<file path="config.mk">
export PLATFORM = sky130hd
export DESIGN_NAME = dmux_stream
export DESIGN_NICKNAME = d
export VERILOG_FILES = /design/src/rtl/dmux_stream.sv
export SDC_FILE = /design/constraint.sdc
export NUM_CORES = 1
export LEC_CHECK = 0
export CORE_MARGIN = 10
export CORE_UTILIZATION = 47
export CTS_CLUSTER_DIAMETER = 30
export CTS_CLUSTER_SIZE = 14
export DETAILED_ROUTE_END_ITERATION = 12
export HOLD_SLACK_MARGIN = 0.1
export PLACE_DENSITY = 0.91
export SYNTH_ARGS = -nofsm -noshare
export SYNTH_HDL_FRONTEND = slang
export SYNTH_SLANG_ARGS = --single-unit
</file>
<file path="constraint.sdc">
create_clock -name clock -period 6.1 [get_ports clock]
set_clock_uncertainty 0.1 [all_clocks]
set_input_delay 1.22 -clock clock [delete_from_list [all_inputs] [get_ports clock]]
set_output_delay 1.22 -clock clock [all_outputs]
set_load 0.1 [all_outputs]
</file>
<file path="src/rtl/dmux_stream.sv">
//==============================================================================
// Module      : dmux_stream
// Description : Registered 1-to-N stream demultiplexer with per-channel slots.
// Revision    : 1.0
//==============================================================================
`default_nettype none

module dmux_stream #(
    parameter int WIDTH    = 16,
    parameter int SEL_BITS = 3,
    parameter int CHANNELS = 2**SEL_BITS
) (
    input  logic                      clock,
    input  logic                      reset,
    input  logic                      in_valid,
    output logic                      in_ready,
    input  logic [WIDTH-1:0]          in_data,
    input  logic [SEL_BITS-1:0]       in_sel,
    input  logic                      in_bcast,
    output logic [CHANNELS-1:0]       out_valid,
    input  logic [CHANNELS-1:0]       out_ready,
    output logic [CHANNELS*WIDTH-1:0] out_data,
    output logic [15:0]               xfer_count
);

    logic [CHANNELS-1:0] w_free;
    logic [CHANNELS-1:0] w_load;
    logic                w_accept;
    logic [15:0]         r_xfer_count;

    // Broadcast needs every slot free at once so delivery is all-or-nothing.
    assign in_ready   = in_bcast ? (&w_free) : w_free[in_sel];
    assign w_accept   = in_valid & in_ready;
    assign xfer_count = r_xfer_count;

    generate
        for (genvar k = 0; k < CHANNELS; k++) begin : g_slot
            logic             r_valid;
            logic [WIDTH-1:0] r_data;

            assign w_free[k] = ~r_valid | out_ready[k];
            assign w_load[k] = w_accept & (in_bcast | (in_sel == SEL_BITS'(k)));

            always_ff @(posedge clock or posedge reset) begin
                if (reset) begin
                    r_valid <= 1'b0;
                    r_data  <= '0;
                end else if (w_load[k]) begin
                    r_valid <= 1'b1;
                    r_data  <= in_data;
                end else if (out_ready[k]) begin
                    r_valid <= 1'b0;
                end
            end

            assign out_valid[k]                  = r_valid;
            assign out_data[k*WIDTH +: WIDTH]    = r_data;
        end
    endgenerate

    always_ff @(posedge clock or posedge reset) begin
        if (reset) begin
            r_xfer_count <= '0;
        end else if (w_accept) begin
            r_xfer_count <= r_xfer_count + 16'd1;
        end
    end

endmodule

`default_nettype wire

</file>
==> results of run 1 <==
[cell usage after synthesis]
cell      instances  area, um2
nor4_1            1       6.26
nor2_2            6       37.5
nand4_1           6       37.5
clkbuf_1          3       11.3
buf_1             1       3.75
buf_2             1       5.00
a21oi_1           2       10.0
a31oi_1           4       25.0
ha_1              1       12.5
nor2_4            2       22.5
xor2_1            7       61.3
o31ai_4           1       21.3
nand2_1          13       48.8
mux2_2          108       1220
nand2b_1         10       62.6
and3_1            4       25.0
or3_1             1       6.26
or4b_1            1       10.0
mux2_4           20        300
xnor2_1           8       70.1
o21ai_0           8       40.0
o31ai_1           1       7.51
buf_4            14        105
dfrtp_1         152       3800
nor4b_1           1       8.76
o31a_1            1       8.76
nand3_1           2       10.0
nor2_1            6       22.5
nor4_2            1       12.5
o22ai_1           2       12.5
inv_1             3       11.3
nor3_1            8       40.0
buf_6             4       45.0
and4_1            1       8.76
[flip-flops by register name (all words and copies together), names as in the netlist]
| name | cells |
|---|---|
| g_slot.r_data | 128 |
| xfer_count | 16 |
| g_slot.r_valid | 8 |
[layout make-up]
type	count	area, um2	share of cell area, %
Clock inverter	7	70.1	0.818
Clock buffer	24	482	5.62
Tap cell	172	215	2.51
Inverter	3	16.3	0.190
Sequential cell	152	3800	44.4
Timing Repair Buffer	184	1840	21.4
Multi-Input combinational cell	226	2140	25.0
[worst max-delay path, delay by kind of cell]
family,cells,cell delay (ns)
buffers and inverters,2,0.94
AO/OA/AOI/OAI,1,0.06
AND/OR/NAND/NOR,3,0.98
[metrics by stage]
| stage | std cells | util, % | hold WS (ns) | cell area [um2] |
|---|---|---|---|---|
| floorplan | 404 | - | 0.391 | 6130 |
| global route | 768 | 67.3 | 0.392 | 8570 |
| global placement | 737 | 63.0 | 0.360 | 8020 |
| finish | 768 | 67.3 | 0.379 | 8570 |
| detailed placement | 737 | 63.0 | 0.373 | 8020 |
| CTS | 768 | 67.3 | 0.382 | 8570 |
[final timing paths]
kind | startpoint | endpoint | slack, ns
max in group asynchronous | reset | g_slot[5].r_data[4]$_DFFE_PP0P_ | 3.47
max | in_sel[1] | in_ready | 1.58
min in group asynchronous | reset | xfer_count[10]$_DFFE_PP0P_ | 1.36
max reg2reg | g_slot[0].r_valid$_DFFE_PP0P_ | g_slot[5].r_data[0]$_DFFE_PP0P_ | 2.95
min reg2reg | xfer_count[15]$_DFFE_PP0P_ | xfer_count[15]$_DFFE_PP0P_ | 0.38
min | xfer_count[15]$_DFFE_PP0P_ | xfer_count[15]$_DFFE_PP0P_ | 0.38
[cell families (layout without fill, tap and decap cells)]
group                      Yosys count  after routing  synth area share [%]
AOI/OAI and AO/OA                   19             19                  2.04
DFF                                152            152                  62.1
muxes                              128            128                  24.7
adders and majority gates            1              1                 0.204
and+or+nand+nor                     63             63                  5.86
xor gates and xnor gates            15             15                  2.14
buffers and inverters               26            218                  2.96
[layer usage]
metal  global-route usage [%]  wire (um)
met5                        0          0
met4                     6.53        293
met3                     7.58       1330
met2                     33.0       8850
met1                     20.3       6450
==> flow_summary.toml, run 1 <==
[detailed_routing]
ant_nets = 0
post_drt_via_cell_ratio = 5.22
drt_first_pass_iters = 4
drtIter0Drc = 155
routed-via-count = 4009
wirelength_um = 16900
post_drt_wl_per_cell_um = 22.0
drc = 0

[critical_path]
end_kind = "primary output"
r2r_cells = 6
critical_path_required_ns = 4.78
crit_path_top_delay_cell = "clkdlybuf4s50_1"
arrival_ns = 3.20
cp_max_fo = 10
path_class = "primary input to primary output"
cp_cell_sequence = "clkdlybuf4s50_1 > or4b_1 > o31ai_1 > nor4_1 > or3_1 > buf_4"
slowest_delay_ns = 0.65
startpoint_type = "primary input"

[die]
die_h_um = 134
dieArea_mm2 = 0.0180
start_util_pct = 48.2
die_w_um = 134
core_area_mm2 = 0.0127
ios = 184
num_rows = 41

[sta]
fmax_ghz = 0.221
fin_crit_ns = 4.52
tightest_slew_ns = 1.14
rsz0062_at_grt = "false"
relSlewSlack_pct = 24.0
final_max_slew_viol_count = 0
setup_ws_ns = 1.58
fin_crit_sh_pct = 74.1
finalSetupViolCount = 0
setup-tns-final_ns = 0
finalHoldViolCount = 0

[synth]
syn_nets = 436
ys_ff_latch = 152
synth_seq_area_share_pct = 62.1
ys_types = 34
synth.avg_cell_area_um2 = 15.2
synthCells = 404
netlist_area_mm2 = 0.00613
yosys_warnings = 0

[status]
outcome = "complete, no violations"

[global_routing]
grt_pass1_vias = 4543
antenna_found_initial = 0
grt.total_usage_pct = 18.9
overflow = 0
grt_pass1_wl_um = 26600
grt_max_degree = 122

[layout]
nNetsFinal = 616
drive_gt1_share_pct = 28.2
area_growth_pct = 39.8
antenna_cells = 0
final_common_cell = "clkdlybuf4s50_1"
n_fill_cell = 918
final_cell_mix = "clkdlybuf4s50_1, dfrtp_1, mux2_2"

[cts]
cts_buffer_depth = 2
postCtsSetupRepairBufs = 0
cts_tree = "yes"
htree_levels = 4
clk_pin_slew_worst_paths_ns = 0.05
root_buffer = "clkbuf_16"
cts_sinks = 152
cts_hold_buf = 0
cts-resized-gates = 0
cts_made_buffers = 17
worstSkewPairLatency_ns = 0.41

[place]
gp_congestion = 0.861
dp_hpwl_um = 12200
port_buffers = 183
preCtsSetupSlack_ns = 1.45

[worst_hold_path]
hold_path_depth = 1
min_path_type = "flop to flop"

[run]
maxCapViolCount = 0
Power of run 1 is not shown: default switching activity piles up to over one toggle a cycle in this logic, so the estimate is an artifact.
==> run 2, diff against run 1 <==
Clock period 6.1 ns to 4.3 ns, I/O delays scaled along.
==> run 2 against run 1 <==
  * Flip-flop and latch count unchanged
  * Sequential share of layout area down 0.40 points
  * Core utilization up 0.61 points
  * Register-to-register slack worse by 1.6 ns
  * Non-clock buffer count up 3
==> flow_summary.toml, run 2 (same netlist as run 1, synthesis figures left out) <==
[status]
outcome = "complete, no violations"

[cts]
cts-resized-gates = 0
cts_hold_buf = 0
worstSkewPairLatency_ns = 0.42
cts_buffer_depth = 2
postCtsSetupRepairBufs = 0
clk_pin_slew_worst_paths_ns = 0.06
htree_levels = 4
cts_sinks = 152
cts_made_buffers = 17
root_buffer = "clkbuf_16"
cts_tree = "yes"

[die]
dieArea_mm2 = 0.0180
ios = 184
num_rows = 41
die_w_um = 134
core_area_mm2 = 0.0127
die_h_um = 134
start_util_pct = 48.2

[global_routing]
overflow = 0
grt.total_usage_pct = 19.6
grt_pass1_wl_um = 27200
grt_max_degree = 60
antenna_found_initial = 0
grt_pass1_vias = 4520

[critical_path]
critical_path_required_ns = 3.34
r2r_cells = 6
cp_max_fo = 10
end_kind = "primary output"
worst_path_dominant_cell_family = "simple AND/OR/NAND/NOR gates"
r2r_start = "g_slot[6].r_valid$_DFFE_PP0P_"
path_class = "primary input to primary output"
crit_buf_inv = 3
slowest_delay_ns = 0.57
r2r_end = "g_slot[5].r_data[8]$_DFFE_PP0P_"
startpoint_type = "primary input"
arrival_ns = 2.86
crit_path_top_delay_cell = "clkdlybuf4s50_1"
cp_cell_sequence = "clkdlybuf4s50_1 > or4b_1 > o31ai_1 > nor4_1 > buf_4 > or3_1 > buf_12"
rrSetupSlack_ns = 1.33

[layout]
drive_gt1_share_pct = 28.9
area_growth_pct = 41.0
final_cell_mix = "clkdlybuf4s50_1, dfrtp_1, mux2_2"
nNetsFinal = 619
n_fill_cell = 897
antenna_cells = 0
largest_reg_flops = 128
top_register = "g_slot.r_data"
final_common_cell = "clkdlybuf4s50_1"

[detailed_routing]
drc = 0
drtIter0Drc = 207
ant_nets = 0
post_drt_wl_per_cell_um = 22.7
wirelength_um = 17500
post_drt_via_cell_ratio = 5.31
drt_first_pass_iters = 4
routed-via-count = 4092

[place]
gp_congestion = 0.903
preCtsSetupSlack_ns = 0.190
dp_hpwl_um = 12300
port_buffers = 183

[sta]
fmax_ghz = 0.262
setup_ws_ns = 0.484
tightest_slew_ns = 1.21
relSlewSlack_pct = 19.2
rsz0062_at_grt = "false"
fin_crit_sh_pct = 88.8
final_max_slew_viol_count = 0
setup-tns-final_ns = 0
finalHoldViolCount = 0
finalSetupViolCount = 0
fin_crit_ns = 3.82

[worst_hold_path]
hold_path_depth = 1
holdPathEnd = "xfer_count[15]$_DFFE_PP0P_"
hp-start = "xfer_count[15]$_DFFE_PP0P_"
min_path_type = "flop to flop"

[run]
maxCapViolCount = 0
-- run 2: worst register-to-register path, cell delays in order (launching register included) --
cell and delay [ns]:
dfrtp_1 0.39, nand2b_1 0.13, o22ai_1 0.12, nor4_2 0.46, o31ai_4 0.23, nor2_2 0.98
mux2_2 0.44
-- run 2: layer usage --
metal | GRT usage, % | part of all wire [%]
met1 | 21.0 | 38
met2 | 33.1 | 51
met3 | 8.25 | 8.8
met4 | 8.71 | 2.3
met5 | 0 | 0
-- run 2: layout make-up --
type,instances,area (um2),area share [%]
timing repair buffer,187,1900,21.9
inverter,3,15.0,0.174
sequential,152,3800,44.0
clock inverter,11,124,1.43
tap,172,215,2.49
multi-input combinational,226,2140,24.8
clock buffer,20,447,5.17
-- run 2: how the worst max path moves through the flow --
| stage | startpoint | end | slack (ns) | cells past startpoint |
|---|---|---|---|---|
| floorplan | in_sel[1] | in_ready | 0.93 | 5 |
| global placement | in_sel[0] | g_slot[5].r_data[8]$_DFFE_PP0P_ | 0.29 | 7 |
| detailed placement | in_sel[0] | g_slot[5].r_data[8]$_DFFE_PP0P_ | 0.19 | 7 |
| CTS | in_sel[1] | in_ready | 0.51 | 7 |
| global route | in_sel[1] | in_ready | 0.41 | 7 |
| finish | in_sel[1] | in_ready | 0.48 | 7 |
-- run 2: through the flow --
stage               util [%]  std cells  cell area, um2  hold slack [ns]
finish                  68.0        771            8650            0.379
global route            68.0        771            8650            0.415
CTS                     68.0        771            8650            0.382
detailed placement      63.5        740            8080            0.371
global placement        63.5        740            8080            0.360
floorplan                  -        404            6130            0.391
Power of run 2 is left out for the same reason.
